File: src/rtl/button_conditioner_if.sv
// rtl/button_conditioner_if.sv - raw button inputs and conditioned level/pulse outputs
interface button_conditioner_if;
  logic iBtnIzq;
  logic iBtnDer;
  logic oIzqNivel;
  logic oDerNivel;
  logic oPulsoIzq;
  logic oPulsoDer;
  logic oConflicto;

  modport master (
    output iBtnIzq, iBtnDer,
    input  oIzqNivel, oDerNivel, oPulsoIzq, oPulsoDer, oConflicto
  );

  modport slave (
    input  iBtnIzq, iBtnDer,
    output oIzqNivel, oDerNivel, oPulsoIzq, oPulsoDer, oConflicto
  );
endinterface

File: src/rtl/button_conditioner.sv
// rtl/button_conditioner.sv - two-channel button synchronizer, debouncer and move-pulse generator
// Auto-repeat is built in only when BTN_AUTOREPEAT_EN is defined; otherwise one pulse per press.
module button_conditioner #(
  parameter int DEB_CYCLES = 16,
  parameter int REP_DELAY  = 64,
  parameter int REP_PERIOD = 16,
  parameter int CNT_W      = 16
) (
  input  logic                 iClk,
  input  logic                 iReset,
  button_conditioner_if.slave  btn
);

`ifdef BTN_AUTOREPEAT_EN
  typedef enum logic [1:0] {IDLE, PRESS, DELAY, REPEAT} state_t;
`else
  typedef enum logic [1:0] {IDLE, PRESS, HOLD} state_t;
  logic unused_rep_cfg;
  assign unused_rep_cfg = (REP_DELAY > 0) ^ (REP_PERIOD > 0);
`endif

  // Channel 0 is left (Izq), channel 1 is right (Der).
  logic [1:0] raw;
  logic [1:0] sync1;
  logic [1:0] sync2;
  logic [1:0] level_v;
  logic [1:0] level_nxt_v;
  logic [1:0] pulse_v;
  logic       conflict;

  assign raw = {btn.iBtnDer, btn.iBtnIzq};

  always_ff @(posedge iClk or posedge iReset) begin
    if (iReset) begin
      sync1    <= '0;
      sync2    <= '0;
      conflict <= 1'b0;
    end else begin
      sync1    <= raw;
      sync2    <= sync1;
      conflict <= level_nxt_v[0] & level_nxt_v[1];
    end
  end

  for (genvar ch = 0; ch < 2; ch++) begin : g_ch
    logic             level;
    logic             level_nxt;
    logic [CNT_W-1:0] cnt;
    logic [CNT_W-1:0] cnt_nxt;
    state_t           state;
    state_t           state_nxt;
    logic             pulse;
`ifdef BTN_AUTOREPEAT_EN
    logic [CNT_W-1:0] timer;
    logic [CNT_W-1:0] timer_nxt;
`endif

    always_comb begin
      level_nxt = level;
      cnt_nxt   = '0;
      if (sync2[ch] != level) begin
        if (cnt == CNT_W'(DEB_CYCLES - 1)) begin
          level_nxt = ~level;
        end else begin
          cnt_nxt = cnt + CNT_W'(1);
        end
      end
    end

    // A low level overrides every state, so no pulse leaks out on release.
    always_comb begin
      state_nxt = state;
      pulse     = 1'b0;
`ifdef BTN_AUTOREPEAT_EN
      timer_nxt = '0;
`endif
      if (!level) begin
        state_nxt = IDLE;
      end else begin
        case (state)
          IDLE: state_nxt = PRESS;
`ifdef BTN_AUTOREPEAT_EN
          PRESS: begin
            pulse     = 1'b1;
            state_nxt = DELAY;
            timer_nxt = CNT_W'(1);
          end
          DELAY: begin
            if (timer >= CNT_W'(REP_DELAY - 1)) begin
              state_nxt = REPEAT;
            end else begin
              timer_nxt = timer + CNT_W'(1);
            end
          end
          REPEAT: begin
            pulse = (timer == '0);
            if (timer < CNT_W'(REP_PERIOD - 1)) begin
              timer_nxt = timer + CNT_W'(1);
            end
          end
`else
          PRESS: begin
            pulse     = 1'b1;
            state_nxt = HOLD;
          end
          HOLD: state_nxt = HOLD;
`endif
          default: state_nxt = IDLE;
        endcase
      end
    end

    always_ff @(posedge iClk or posedge iReset) begin
      if (iReset) begin
        level <= 1'b0;
        cnt   <= '0;
        state <= IDLE;
`ifdef BTN_AUTOREPEAT_EN
        timer <= '0;
`endif
      end else begin
        level <= level_nxt;
        cnt   <= cnt_nxt;
        state <= state_nxt;
`ifdef BTN_AUTOREPEAT_EN
        timer <= timer_nxt;
`endif
      end
    end

    assign level_v[ch]     = level;
    assign level_nxt_v[ch] = level_nxt;
    assign pulse_v[ch]     = pulse;
  end

  // A move request while the opposite button is down is swallowed; timers keep running.
  assign btn.oIzqNivel  = level_v[0];
  assign btn.oDerNivel  = level_v[1];
  assign btn.oPulsoIzq  = pulse_v[0] & ~level_v[1];
  assign btn.oPulsoDer  = pulse_v[1] & ~level_v[0];
  assign btn.oConflicto = conflict;

endmodule

File: src/flat_wrapper.sv
// flat-port wrapper written by rule: the top's interface ports become plain ports
module button_conditioner_flat 
#(
  parameter int DEB_CYCLES = 16,
  parameter int REP_DELAY  = 64,
  parameter int REP_PERIOD = 16,
  parameter int CNT_W      = 16
)
  (iClk, iReset, btn_iBtnIzq, btn_iBtnDer, btn_oIzqNivel, btn_oDerNivel, btn_oPulsoIzq, btn_oPulsoDer, btn_oConflicto);
  button_conditioner_if btn_i ();
  input  logic iClk;
  input  logic iReset;
  input wire logic [$bits(btn_i.iBtnIzq)-1:0] btn_iBtnIzq;
  input wire logic [$bits(btn_i.iBtnDer)-1:0] btn_iBtnDer;
  output wire logic [$bits(btn_i.oIzqNivel)-1:0] btn_oIzqNivel;
  output wire logic [$bits(btn_i.oDerNivel)-1:0] btn_oDerNivel;
  output wire logic [$bits(btn_i.oPulsoIzq)-1:0] btn_oPulsoIzq;
  output wire logic [$bits(btn_i.oPulsoDer)-1:0] btn_oPulsoDer;
  output wire logic [$bits(btn_i.oConflicto)-1:0] btn_oConflicto;
  assign btn_i.iBtnIzq = btn_iBtnIzq;
  assign btn_i.iBtnDer = btn_iBtnDer;
  assign btn_oIzqNivel = btn_i.oIzqNivel;
  assign btn_oDerNivel = btn_i.oDerNivel;
  assign btn_oPulsoIzq = btn_i.oPulsoIzq;
  assign btn_oPulsoDer = btn_i.oPulsoDer;
  assign btn_oConflicto = btn_i.oConflicto;
  button_conditioner #(.DEB_CYCLES(DEB_CYCLES), .REP_DELAY(REP_DELAY), .REP_PERIOD(REP_PERIOD), .CNT_W(CNT_W)) u_core (.iClk(iClk), .iReset(iReset), .btn(btn_i));
endmodule
File: config.mk
export PLATFORM = sky130hd
export DESIGN_NAME = button_conditioner_flat
export DESIGN_NICKNAME = d
export VERILOG_FILES = /design/src/rtl/button_conditioner_if.sv /design/src/rtl/button_conditioner.sv /design/src/flat_wrapper.sv
export SDC_FILE = /design/constraint.sdc
export NUM_CORES = 1
export LEC_CHECK = 0
export ABC_AREA = 1
export BUFFER_PORTS_ARGS = -buffer_cell sky130_fd_sc_hd__buf_2
export CORE_ASPECT_RATIO = 2
export CORE_MARGIN = 1
export CORE_UTILIZATION = 55
export DETAILED_ROUTE_END_ITERATION = 7
export PLACE_DENSITY_LB_ADDON = 0.3
export SLEW_MARGIN = 20
export SYNTH_ARGS = -nofsm -noshare
export SYNTH_HDL_FRONTEND = slang
export SYNTH_SLANG_ARGS = --single-unit
File: constraint.sdc
create_clock -name iClk -period 3.6 [get_ports iClk]
set_clock_uncertainty 0.2 [all_clocks]
set_input_delay 0.18 -clock iClk [delete_from_list [all_inputs] [get_ports iClk]]
set_output_delay 0.18 -clock iClk [all_outputs]
set_load 0.03 [all_outputs]
# Word level (Yosys, flattened, before mapping)
# Cells that the tools add are included.
[word_totals]
reg_bits = 43
in_bits = 4
out_inout_bits = 5
word_cells = 44
[classes]
add_sub_neg = 2
eq_ne = 8
muxes = 16
n_bitwise = 5
reduce_logical = 4
[op_table]
columns = ["operator", "count"]
rows = [
  ["16-bit two-way mux", 4],
  ["16-bit by 1-bit adder with 16-bit output (second input constant)", 2],
  ["16-bit by 4-bit == test with 1-bit output (second input constant)", 2],
  ["1-bit two-way mux", 8],
  ["2-bit case mux with 2 select lines", 2],
  ["2-bit by 1-bit == test with 1-bit output (second input constant)", 2],
  ["2-bit == test (second input constant)", 2],
  ["2-bit zero test", 2],
  ["2-bit two-way mux", 2],
  ["2-bit OR reduction", 2],
  ["1-bit AND", 3],
  ["1-bit inequality test", 2],
  ["1-bit NOT", 2],
]

# Logic depth before layout (Yosys ltp)
# Gate-level depths: netlist of the first run.
[depth]
depth_word = 4
mapped_depth = 8
mapped_depth_nobuf = 8

# Worst setup path before layout of the first run
# Ideal clock, no wire load.
[synth_timing]
kind = "reg-to-reg"
from = "reg u_core.g_ch[0].cnt[0]"
to = "reg u_core.g_ch[0].cnt[5]"
setup_time_ps = 125
arrival_time_ps = 1143
t_required_ps = 3275
slack_ps = 2131
stages_incl_launch_ff = 7
path_buffers = 0
synth_period_minus_slack_ps = 1469
path_cell_list = "dfrtp_1 ha_1 nand3_1 nor2_1 nand2_1 nand2_1 nor2_1"
[synth_between]
elab_chain_cells = 3
elab_cells_between_ends = 4
classes_between = "add/sub (1); eq/ne (1); mux (2)"
[synth_lines]
columns = ["element", "line_no", "rtl"]
rows = [
  ["from (decl)", "button_conditioner.sv:48", "logic [CNT_W-1:0] cnt;"],
  ["from (signal assigned)", "button_conditioner.sv:123", "cnt <= cnt_nxt;"],
  ["16-bit by 1-bit adder with 16-bit output / 16-bit by 4-bit == test with 1-bit output (equally long branches)", "button_conditioner.sv:65, button_conditioner.sv:62", ""],
  ["16-bit two-way mux *", "button_conditioner.sv:62", "if (cnt == CNT_W'(DEB_CYCLES - 1)) begin"],
  ["16-bit two-way mux *", "button_conditioner.sv:61", "if (sync2[ch] != level) begin"],
  ["via u_core.g_ch[0].cnt_nxt[5]", "button_conditioner.sv:49", "logic [CNT_W-1:0] cnt_nxt;"],
]
# The timed path passes the listed nets; every way through them passes the cells marked *.

# Worst setup path in the final report of the first run
[layout_timing]
from = "reg u_core.g_ch[0].cnt[0]"
to = "reg u_core.g_ch[0].cnt[14]"
# The elaborated chain is that of the path after synthesis.

==> flow_summary_export.csv, run 1 <==
group,metric,value,unit
sta,hold_viol_final,0,
worst_setup_path,critPathMostFrequentCell,"nand2_1",
synth,synthMuxAreaShare,0,%
synth,yosys.area_share.simple,33.4,%
power_and_ir_drop,p_sw_share,21.3,%
floorplan,dieArea,4260,um^2
layout,layout_common_cells,"nor2_1 (78), nand2_1 (71), dfrtp_1 (43), inv_1 (29)",
worst_setup_path,r2r_start,"u_core.g_ch[0].cnt[0]",
clocking,cts_root_buffer,"clkbuf_8",
clocking,path_clk_slew,80,ps
clocking,cts_buffer_depth,2,
global_route,grt_use_met3,3.98,%
job,max_cap_violations,0,
floorplan,core-area,3840,um^2
global_route,grt_max_degree,44,
worst_setup_path,crit_path_end_kind,"flip-flop",
hold_path,hold_depth,0,
layout,seqCellArea,1080,um^2
worst_setup_path,startpoint_type,"flip-flop",
synth,yosysWarnings,0,
placement,routabilityCongestion,0.823,
power_and_ir_drop,power.total,859,uW
worst_setup_path,critPathKind,"reg -> reg",
sta,final_max_slew_viol_count,0,
sta,slew_headroom,64.7,%
floorplan,io_pins,9,
placement,place_hpwl,3.36,mm
sta,rsz0062_at_grt,"no",
detailed_routing,wl_per_cell,12.5,um
worst_setup_path,cpPeakStageDelay,390,ps
sta,setup_viol,0,
detailed_routing,drc,0,
synth,yosys.area_share.adder,3.42,%
synth,synth_xor_area_share,5.58,%
synth,synth_cells,283,
worst_setup_path,crit_chain,"ha_1 > nand3_1 > nor2_1 > nand2_1 > nand2_1 > a21oi_1",
detailed_routing,viasPerCell,4.99,
global_route,grt_pass1_vias,1768,
power_and_ir_drop,p_int,676,uW
sta,hold-worst-slack,156,ps
synth,synth_top_family_by_area,"simple AND/OR/NAND/NOR gates",
synth,syn_area_per_cell,7.76,um^2
hold_path,hp-start,"u_core.sync1[1]",
floorplan,die_x,46.7,um
hold_path,min_path_type,"reg -> reg",
worst_setup_path,crit_cells,6,
worst_setup_path,crit_buf_inv,0,
detailed_routing,drtPass1Iterations,4,
synth,synth.cell_area,2200,um^2
clocking,cts_tree,"yes",
synth,synth-compound-area-share,3.42,%
synth,ys_seq_area_share,49.0,%
detailed_routing,wl,4.42,mm
synth,yosysUniqueCellTypes,20,
layout,antennaDiodeCount,0,
layout,final_common_cell,"nor2_1",
floorplan,initial_core_util,57.1,%
power_and_ir_drop,p_sw,183,uW
layout,areaGrowthSynthToFinish,11.0,%
power_and_ir_drop,ir_worst_vdd,0.344,mV
clocking,cts.sinks,43,
clocking,cts_setup_buffers,0,
clocking,numCtsBuffers,5,
sta,post-route-min-period,1690,ps
power_and_ir_drop,pwr_density_cell,352,nW/um^2
power_and_ir_drop,power_frac_comb,3.9,%
worst_setup_path,worst_path_max_delay_cell,"dfrtp_1",
clocking,h-tree-depth,2,
clocking,clk_latency,290,ps
worst_setup_path,reg2reg_depth,6,
synth,syn_nets,293,
run_status,status,"completed",
global_route,track_usage,23.9,%
worst_setup_path,worst-endpoint-arrival,1650,ps
sta,setup_tns,0,ps
power_and_ir_drop,p_seq_share,58.0,%
detailed_routing,routed-via-count,1766,
global_route,grt_busiest_layer,"met2",
worst_setup_path,worstPathMaxFanout,8,
global_route,met2_usage,44.0,%
sta,max_freq,592,MHz
detailed_routing,ant_nets,0,
global_route,grt_pass1_wl,7.38,mm
worst_setup_path,cp-startpoint,"u_core.g_ch[0].cnt[0]",
placement,io_buffers,8,
sta,tightest_slew,530,ps
synth,synth_seq_cells,43,
global_route,antenna_found_initial,0,
sta,post-route-period-util,46.9,%
power_and_ir_drop,clock_power_share,38.1,%
worst_setup_path,path_delay_family,"simple AND/OR/NAND/NOR gates",
floorplan,fp.dieH,91.4,um
floorplan,rows,32,
layout,multi_input_area,1010,um^2
worst_setup_path,worstPathRequired,3570,ps
global_route,use_met1,23.1,%
power_and_ir_drop,p_leak,0.00112,uW
layout,n_fill_cell,346,
layout,drive_above_1_share,7.92,%
layout,fin_nets,312,
detailed_routing,drt_iter0_markers,24,
global_route,grt-ovfl-total,0,
[state kept, by name, summed over array words and instances, names as in the netlist]
signal                 cells
u_core.g_ch.state          4
u_core.sync1               2
u_core.g_ch.cnt           32
u_core.btn.oDerNivel       1
u_core.sync2               2
u_core.btn.oIzqNivel       1
u_core.btn.oConflicto      1
[area by class of cell]
cell class / count / share of cell area (%)
inverters: 30 / 4.62
well taps: 51 / 2.62
repair buffers: 12 / 3.18
clock buffers: 8 / 4.11
flip-flops and latches: 43 / 44.1
multi-input cells: 210 / 41.3
[Yosys cell counts]
| cell | n | area [um^2] |
|---|---|---|
| ha_1 | 6 | 75.1 |
| o21ai_1 | 2 | 10.0 |
| nand3_1 | 8 | 40.0 |
| nor2_2 | 3 | 18.8 |
| nor3b_1 | 1 | 7.51 |
| nor3_1 | 2 | 10.0 |
| xnor2_1 | 4 | 35.0 |
| inv_2 | 1 | 3.75 |
| nand2_2 | 3 | 18.8 |
| o21bai_1 | 6 | 45.0 |
| dfrtp_1 | 43 | 1080 |
| nor2_1 | 78 | 293 |
| nand3b_1 | 1 | 7.51 |
| nand4_1 | 10 | 62.6 |
| a21oi_1 | 2 | 10.0 |
| o21ai_0 | 2 | 10.0 |
| nand2_1 | 71 | 267 |
| nand3_2 | 1 | 10.0 |
| xor2_1 | 10 | 87.6 |
| inv_1 | 29 | 109 |
[worst paths after layout]
path,end,slack (ps)
worst max-delay path,u_core.g_ch[0].cnt[14],1910
min in group asynchronous,u_core.g_ch[0].cnt[14],390
max in group asynchronous,u_core.g_ch[1].cnt[7],2450
worst min-delay path,u_core.sync2[1],160
worst max register to register,u_core.g_ch[0].cnt[14],1910
worst min register to register,u_core.sync2[1],160
[kinds of logic (layout without fill, tap and decap cells)]
family / Yosys count / in the layout
simple gates: 178 / 178
flops: 43 / 43
buf+inv: 30 / 50
xor+xnor: 14 / 14
compound gates: 12 / 12
fa+ha+maj: 6 / 6
[power by group through the flow]
stage | combinational [uW] | clock, uW | sequential [uW]
6_report | 33.9 | 327 | 498
3_3_place_gp | 31.6 | 0 | 507
3_5_place_dp | 32.4 | 0 | 508
4_1_cts | 35.0 | 337 | 498
2_1_floorplan | 22.3 | 0 | 506
5_1_grt | 38.9 | 353 | 499
[per-stage QoR]
step,instance area (um^2),cells,utilization [%],setup slack [ps]
2_1_floorplan,2200,283,-,2130
3_3_place_gp,2310,343,60.0,2000
3_5_place_dp,2310,343,60.0,1910
6_report,2440,354,63.4,1910
5_1_grt,2440,354,63.4,1730
4_1_cts,2440,354,63.4,1910
[metal layers]
| metal | wire (um) | share of wire [%] | vias up |
|---|---|---|---|
| met5 | 0 | 0 | - |
| met3 | 70 | 1.6 | 6 |
| met2 | 2600 | 59 | 26 |
| met4 | 68 | 1.5 | 0 |
| li1 | - | - | 909 |
| met1 | 1680 | 38 | 825 |
[timing repair]
item | 4_1_cts | 5_1_grt
gates resized for setup | 0 | 0
endpoints found under the hold margin | 45 | 0
hold buffers | 3 | 0
Power figures use the tool's default switching activity.
==> run 2: changes to the inputs <==
- ABC_AREA: 1 -> 0
- clock period: 3.6 -> 1.6 ns (I/O delays scaled with it)
==> run 2 against run 1 <==
Net effect:
- the flow now finishes with violations (negative setup slack)
- critical path depth shrank 1
- design area grew 19%
- area after synthesis shrank 8.8%
- die area shrank 8.6%
- critical path type unchanged
- largest cell class is now multi-input combinational cells
- highest routed layer unchanged
==> flow_summary_export.csv, run 2 <==
group,metric,value,unit
run_status,status,"finished with violations",
run_status,violations,"negative setup slack",
synth,synth_common_cells,"dfrtp_1 (43), nor2_1 (31), xnor2_1 (22), nand4_1 (11)",
sta,setup_viol,33,
worst_setup_path,crit_path_end_kind,"flip-flop",
synth,yosysUniqueCellTypes,25,
layout,final_util,84.7,%
clocking,path_clk_slew,80,ps
sta,setup_slack,-186,ps
layout,top_regs,"u_core.g_ch.cnt x32, u_core.g_ch.state x4",
placement,io_buffers,8,
detailed_routing,wl_per_cell,19.5,um
synth,syn_area_per_cell,10.2,um^2
worst_setup_path,worst-endpoint-arrival,1770,ps
global_route,grt_pass1_vias,1912,
synth,yosysWarnings,0,
sta,max_freq,560,MHz
worst_setup_path,worst_path_max_delay_cell,"dfrtp_1",
worst_setup_path,cpPeakStageDelay,420,ps
detailed_routing,wl,6.08,mm
synth,yosys-top-cells-area,"dfrtp_1 (54%), xnor2_1 (9.6%), nor2_1 (5.8%), ha_1 (3.8%), nand4_1 (3.4%)",
placement,place_hpwl,3.44,mm
synth,yosysTopAreaCellShare,53.8,%
synth,syn_nets,206,
detailed_routing,routed-via-count,1795,
clocking,cts_root_buffer,"clkbuf_8",
worst_setup_path,path_delay_family,"simple AND/OR/NAND/NOR gates",
global_route,grt-ovfl-total,0,
detailed_routing,drc,0,
detailed_routing,viasPerCell,5.77,
synth,synth_edf_count,0,
floorplan,core-area,3420,um^2
floorplan,dieArea,3900,um^2
worst_setup_path,crit_chain,"buf_4 > nand4_1 > nor4_2 > xnor2_1 > nor2_4",
placement,place_ws,-153,ps
sta,post-route-min-period,1790,ps
sta,rsz0062_at_grt,"yes",
worst_setup_path,startpoint_type,"flip-flop",
global_route,grt_max_degree,44,
synth,yosysMostFrequentCell,"dfrtp_1",
floorplan,io_pins,9,
floorplan,fp.dieH,87.3,um
power_and_ir_drop,p_leak,0.00125,uW
floorplan,rows,30,
layout,areaGrowthSynthToFinish,44.5,%
power_and_ir_drop,ir_worst_vdd,0.681,mV
synth,synth_ff_type,"dfrtp_1",
hold_path,min_path_type,"reg -> reg",
power_and_ir_drop,pwr_density_cell,672,nW/um^2
layout,regMostFlops,"u_core.g_ch.cnt",
layout,n_fill_cell,166,
layout,largest_reg_flops,32,
worst_setup_path,cp-startpoint,"u_core.g_ch[1].cnt[1]",
job,max_cap_violations,0,
worst_setup_path,worstPathMaxFanout,3,
synth,synth_area_leader_cell,"dfrtp_1",
synth,synth_cells,196,
layout,seqCellArea,1080,um^2
floorplan,die_x,44.7,um
synth,synthArstFlopShare,100,%
layout,layout_common_cells,"buf_4 (45), dfrtp_1 (43), xnor2_1 (20), nor2_1 (18), nand4_1 (11)",
sta,post-route-period-util,112,%
clocking,cts_tree,"yes",
layout,final_common_cell,"buf_4",
global_route,track_usage,30.8,%
synth,synth.cell_area,2000,um^2
synth,synth_seq_cells,43,
clocking,cts_buffer_depth,2,
worst_setup_path,worstPathRequired,1590,ps
sta,tightest_slew,650,ps
placement,routabilityCongestion,0.896,
detailed_routing,ant_nets,0,
sta,hold_viol_final,0,
layout,drive_above_1_share,41.4,%
worst_setup_path,crit_buf_inv,1,
hold_path,hp-start,"u_core.sync1[0]",
clocking,h-tree-depth,2,
worst_setup_path,r2r_start,"u_core.g_ch[1].cnt[1]",
floorplan,initial_core_util,58.6,%
clocking,cts.sinks,43,
clocking,numCtsBuffers,5,
synth,ys_seq_area_share,53.8,%
worst_setup_path,critPathKind,"reg -> reg",
layout,antennaDiodeCount,0,
global_route,grt_pass1_wl,8.58,mm
clocking,clk_latency,300,ps
global_route,antenna_found_initial,0,
layout,fin_nets,272,
detailed_routing,drt_iter0_markers,76,
layout,multi_input_area,1110,um^2
detailed_routing,drtPass1Iterations,4,
sta,slew_headroom,56.5,%
sta,final_max_slew_viol_count,0,
==> run 2: cell count changes after synthesis, sizes merged, moves of 3 or more <==
cell	previous run	this run
or3	0	3
o21ai	4	1
and2	0	5
xor2	10	6
and3	0	6
nor3	2	9
nor2	81	31
inv	30	10
nor4	0	10
xnor2	4	22
nand2	74	10
o21bai	6	0
clkbuf	0	3
==> run 2: metal layers <==
metal	vias to the layer above	track usage (%)	part of all wire, %
met2	75	59.6	57
met1	884	28.3	33
li1	799	-	-
met4	0	16.0	6.2
met5	-	0	0
met3	37	4.98	3.1
==> run 2: worst paths after layout <==
path                            depth (start not counted)                     end  slack (ps)
worst min-delay path                                    0         u_core.sync2[0]         160
worst max-delay path                                    5  u_core.g_ch[1].cnt[13]        -190
max in group asynchronous                               4   u_core.g_ch[1].cnt[7]         560
worst min register to register                          0         u_core.sync2[0]         160
worst max register to register                          5  u_core.g_ch[1].cnt[13]        -190
min in group asynchronous                               4  u_core.g_ch[1].cnt[14]         260
==> run 2: report_power, final <==
group          internal (uW)  switching (uW)
Combinational           67.6            80.4
Sequential              1100            19.1
Clock                    305             367
==> run 2: layout make-up <==
class / count / share of cell area [%]
multi-input cells: 139 / 38.5
inverters: 10 / 1.30
clock inverters: 2 / 0.433
repair buffers: 63 / 18.0
well taps: 48 / 2.08
clock buffers: 6 / 2.51
flip-flops and latches: 43 / 37.2
==> run 2: logic make-up (layout without fill, tap and decap cells) <==
kind of cell | after synthesis | after routing | share of synthesized area, %
simple gates | 99 | 99 | 25.3
flops | 43 | 43 | 53.7
xor+xnor | 28 | 28 | 12.2
buf+inv | 14 | 81 | 2.69
fa+ha+maj | 6 | 6 | 3.75
compound gates | 4 | 4 | 1.12
mux | 2 | 2 | 1.12
==> run 2: through the flow <==
step / power (uW) / instances / setup TNS [ps] / instance area [um^2] / hold WS (ps)
2_1_floorplan: 1190 / 196 / -576 / 2020 / -88.6
3_3_place_gp: 1240 / 289 / -296 / 2430 / -11.3
3_5_place_dp: 1240 / 289 / -1140 / 2430 / -9.94
4_1_cts: 1930 / 306 / -879 / 2720 / 159
5_1_grt: 2000 / 311 / -5270 / 2890 / 173
6_report: 1940 / 311 / -3100 / 2890 / 156
==> run 2: repair_timing <==
action / in CTS / in global routing
pin swaps: 10 / 11
endpoints found under the setup margin: 32 / 33
hold buffers: 3 / 0
buffers inserted: 5 / 5
resized for setup: 24 / 32
gates cloned: 1 / 0
endpoints found under the hold margin: 45 / 0
==> run 3: changes to the inputs <==
- CORE_UTILIZATION: 55 -> 51
- clock period: 1.6 -> 2.3 ns (I/O delays scaled with it)
==> run 3 against run 2 <==
Net effect:
- the flow now finishes without violations
- wire length shrank 38%
- combinational power shrank 69%
- worst hold slack got worse by 2.3 ps
- core utilization down 25 points
- clock-buffer cell count unchanged
- non-clock buffer count down 51
- clock power shrank 28%
- global-route usage fell by 9.8 points
- via count is 19% lower
- register-to-register slack better by 530 ps
- design area down 23%
- critical path type unchanged
- highest routed layer unchanged
==> flow_summary_export.csv, run 3 (synthesis gave the netlist of run 2 again) <==
group,metric,value,unit
sta,setup_tns,0,ps
layout,largest_reg_flops,32,
sta,tightest_slew,535,ps
worst_setup_path,reg2reg_depth,5,
sta,rsz0062_at_grt,"no",
layout,n_fill_cell,300,
global_route,antenna_found_initial,0,
layout,layout_common_cells,"dfrtp_1 (43), nor2_1 (31), xnor2_1 (22), nand4_1 (11)",
clocking,cts_root_buffer,"clkbuf_8",
layout,drive_above_1_share,9.00,%
clocking,cts.sinks,43,
detailed_routing,drt_iter0_markers,62,
layout,regMostFlops,"u_core.g_ch.cnt",
clocking,cts_buffer_depth,2,
power_and_ir_drop,ir_worst_vdd,0.617,mV
clocking,cts_tree,"yes",
floorplan,initial_core_util,54.3,%
clocking,clk_latency,290,ps
detailed_routing,dr_wl_met2,2.16,mm
global_route,grt_max_degree,44,
clocking,cts_setup_buffers,0,
detailed_routing,drc,0,
floorplan,fp.dieH,90.6,um
floorplan,die_x,46.3,um
sta,slew_headroom,64.2,%
floorplan,core-area,3680,um^2
layout,final_common_cell,"dfrtp_1",
worst_setup_path,r2r_start,"u_core.g_ch[0].cnt[0]",
sta,setup_viol,0,
detailed_routing,wl,3.75,mm
placement,routabilityCongestion,0.923,
layout,final_cells,260,
worst_setup_path,worstPathMaxFanout,15,
detailed_routing,wl_met1,1.40,mm
layout,top_regs,"u_core.g_ch.cnt x32, u_core.g_ch.state x4",
worst_setup_path,r2r_slack,350,ps
placement,place_ws,368,ps
detailed_routing,viasPerCell,5.59,
worst_setup_path,crit_path_end_kind,"flip-flop",
clocking,path_clk_slew,80,ps
placement,dp.cells,250,
detailed_routing,highest_layer,"met4",
power_and_ir_drop,pwr_density_cell,591,nW/um^2
global_route,grt-ovfl-total,0,
sta,final_max_slew_viol_count,0,
run_status,status,"completed",
placement,io_buffers,8,
layout,seqCellArea,1080,um^2
layout,fin_nets,221,
hold_path,hp-start,"u_core.sync1[0]",
sta,hold_viol_final,0,
global_route,track_usage,21.0,%
detailed_routing,routed-via-count,1453,
global_route,grt_pass1_vias,1552,
layout,antennaDiodeCount,0,
sta,hold-worst-slack,153,ps
sta,post-route-min-period,1950,ps
floorplan,dieArea,4190,um^2
layout,areaGrowthSynthToFinish,10.7,%
sta,setup_slack,347,ps
worst_setup_path,worstPathRequired,2250,ps
job,max_cap_violations,0,
worst_setup_path,startpoint_type,"flip-flop",
placement,place_hpwl,2.67,mm
global_route,grt_pass1_wl,6.51,mm
layout,multi_input_area,872,um^2
worst_setup_path,cp-startpoint,"u_core.g_ch[0].cnt[0]",
worst_setup_path,critPathKind,"reg -> reg",
detailed_routing,drtPass1Iterations,4,
sta,max_freq,512,MHz
power_and_ir_drop,p_leak,0.000957,uW
worst_setup_path,worst-endpoint-arrival,1910,ps
floorplan,rows,31,
sta,post-route-period-util,84.9,%
detailed_routing,wl_met3,101,um
clocking,h-tree-depth,2,
power_and_ir_drop,power.total,1310,uW
floorplan,io_pins,9,
detailed_routing,ant_nets,0,
detailed_routing,wl_per_cell,14.4,um
hold_path,min_path_type,"reg -> reg",
hold_path,hold_depth,0,
clocking,numCtsBuffers,5,
run 3: changes by cell type in the layout (fill, tap and decap cells not counted), moves of 3 or more:
cell     delta
nor2_1     +13
nand2_1     +3
nor2_2      -3
nor3_1      +5
nor4_2      -5
buf_4      -44
buf_6       -4
nor2_4     -10
nor4_1      +6
nor3_2      -5
run 3: worst paths after layout:
| path | end |
|---|---|
| hold reg to reg | u_core.sync2[0] |
| min in group asynchronous | u_core.g_ch[1].cnt[6] |
| hold / removal | u_core.sync2[0] |
| setup reg to reg | u_core.g_ch[0].cnt[4] |
| setup / recovery | u_core.g_ch[0].cnt[4] |
| max in group asynchronous | u_core.g_ch[1].cnt[8] |
run 3: layout make-up:
| class | count | share of cell area (%) |
|---|---|---|
| inverter | 10 | 1.69 |
| multi-input combinational | 139 | 39.4 |
| timing repair buffer | 12 | 3.50 |
| clock inverter | 1 | 0.395 |
| clock buffer | 6 | 3.73 |
| sequential | 43 | 48.6 |
| tap | 49 | 2.77 |
run 3: power breakdown:
part / switching, uW / internal [uW]
logic: 30.3 / 15.5
clock network: 241 / 241
registers: 13.9 / 767
run 3: critical path, cell delays in order, from the launching register on:
cell and delay (ps):
dfrtp_1 430, ha_1 240, and3_1 230, nand4_1 160, nand2_1 440, nor2_1 120
run 3: per-stage QoR:
step,cell area (um^2),utilization (%)
2_1_floorplan,2000,-
3_5_place_dp,2090,56.8
4_1_cts,2220,60.1
3_3_place_gp,2090,56.8
6_report,2220,60.1
5_1_grt,2220,60.1
run 3: repair_timing:
item | in CTS | in global routing
gates resized for setup | 0 | 0
hold endpoints to repair | 45 | 0
hold buffers | 3 | 0
run 3: layer usage:
layer  GRT usage [%]  up-vias
met5               0        -
met4            9.07        0
met3            4.20       12
met2            36.6       30
met1            22.5      717
li1                -      694
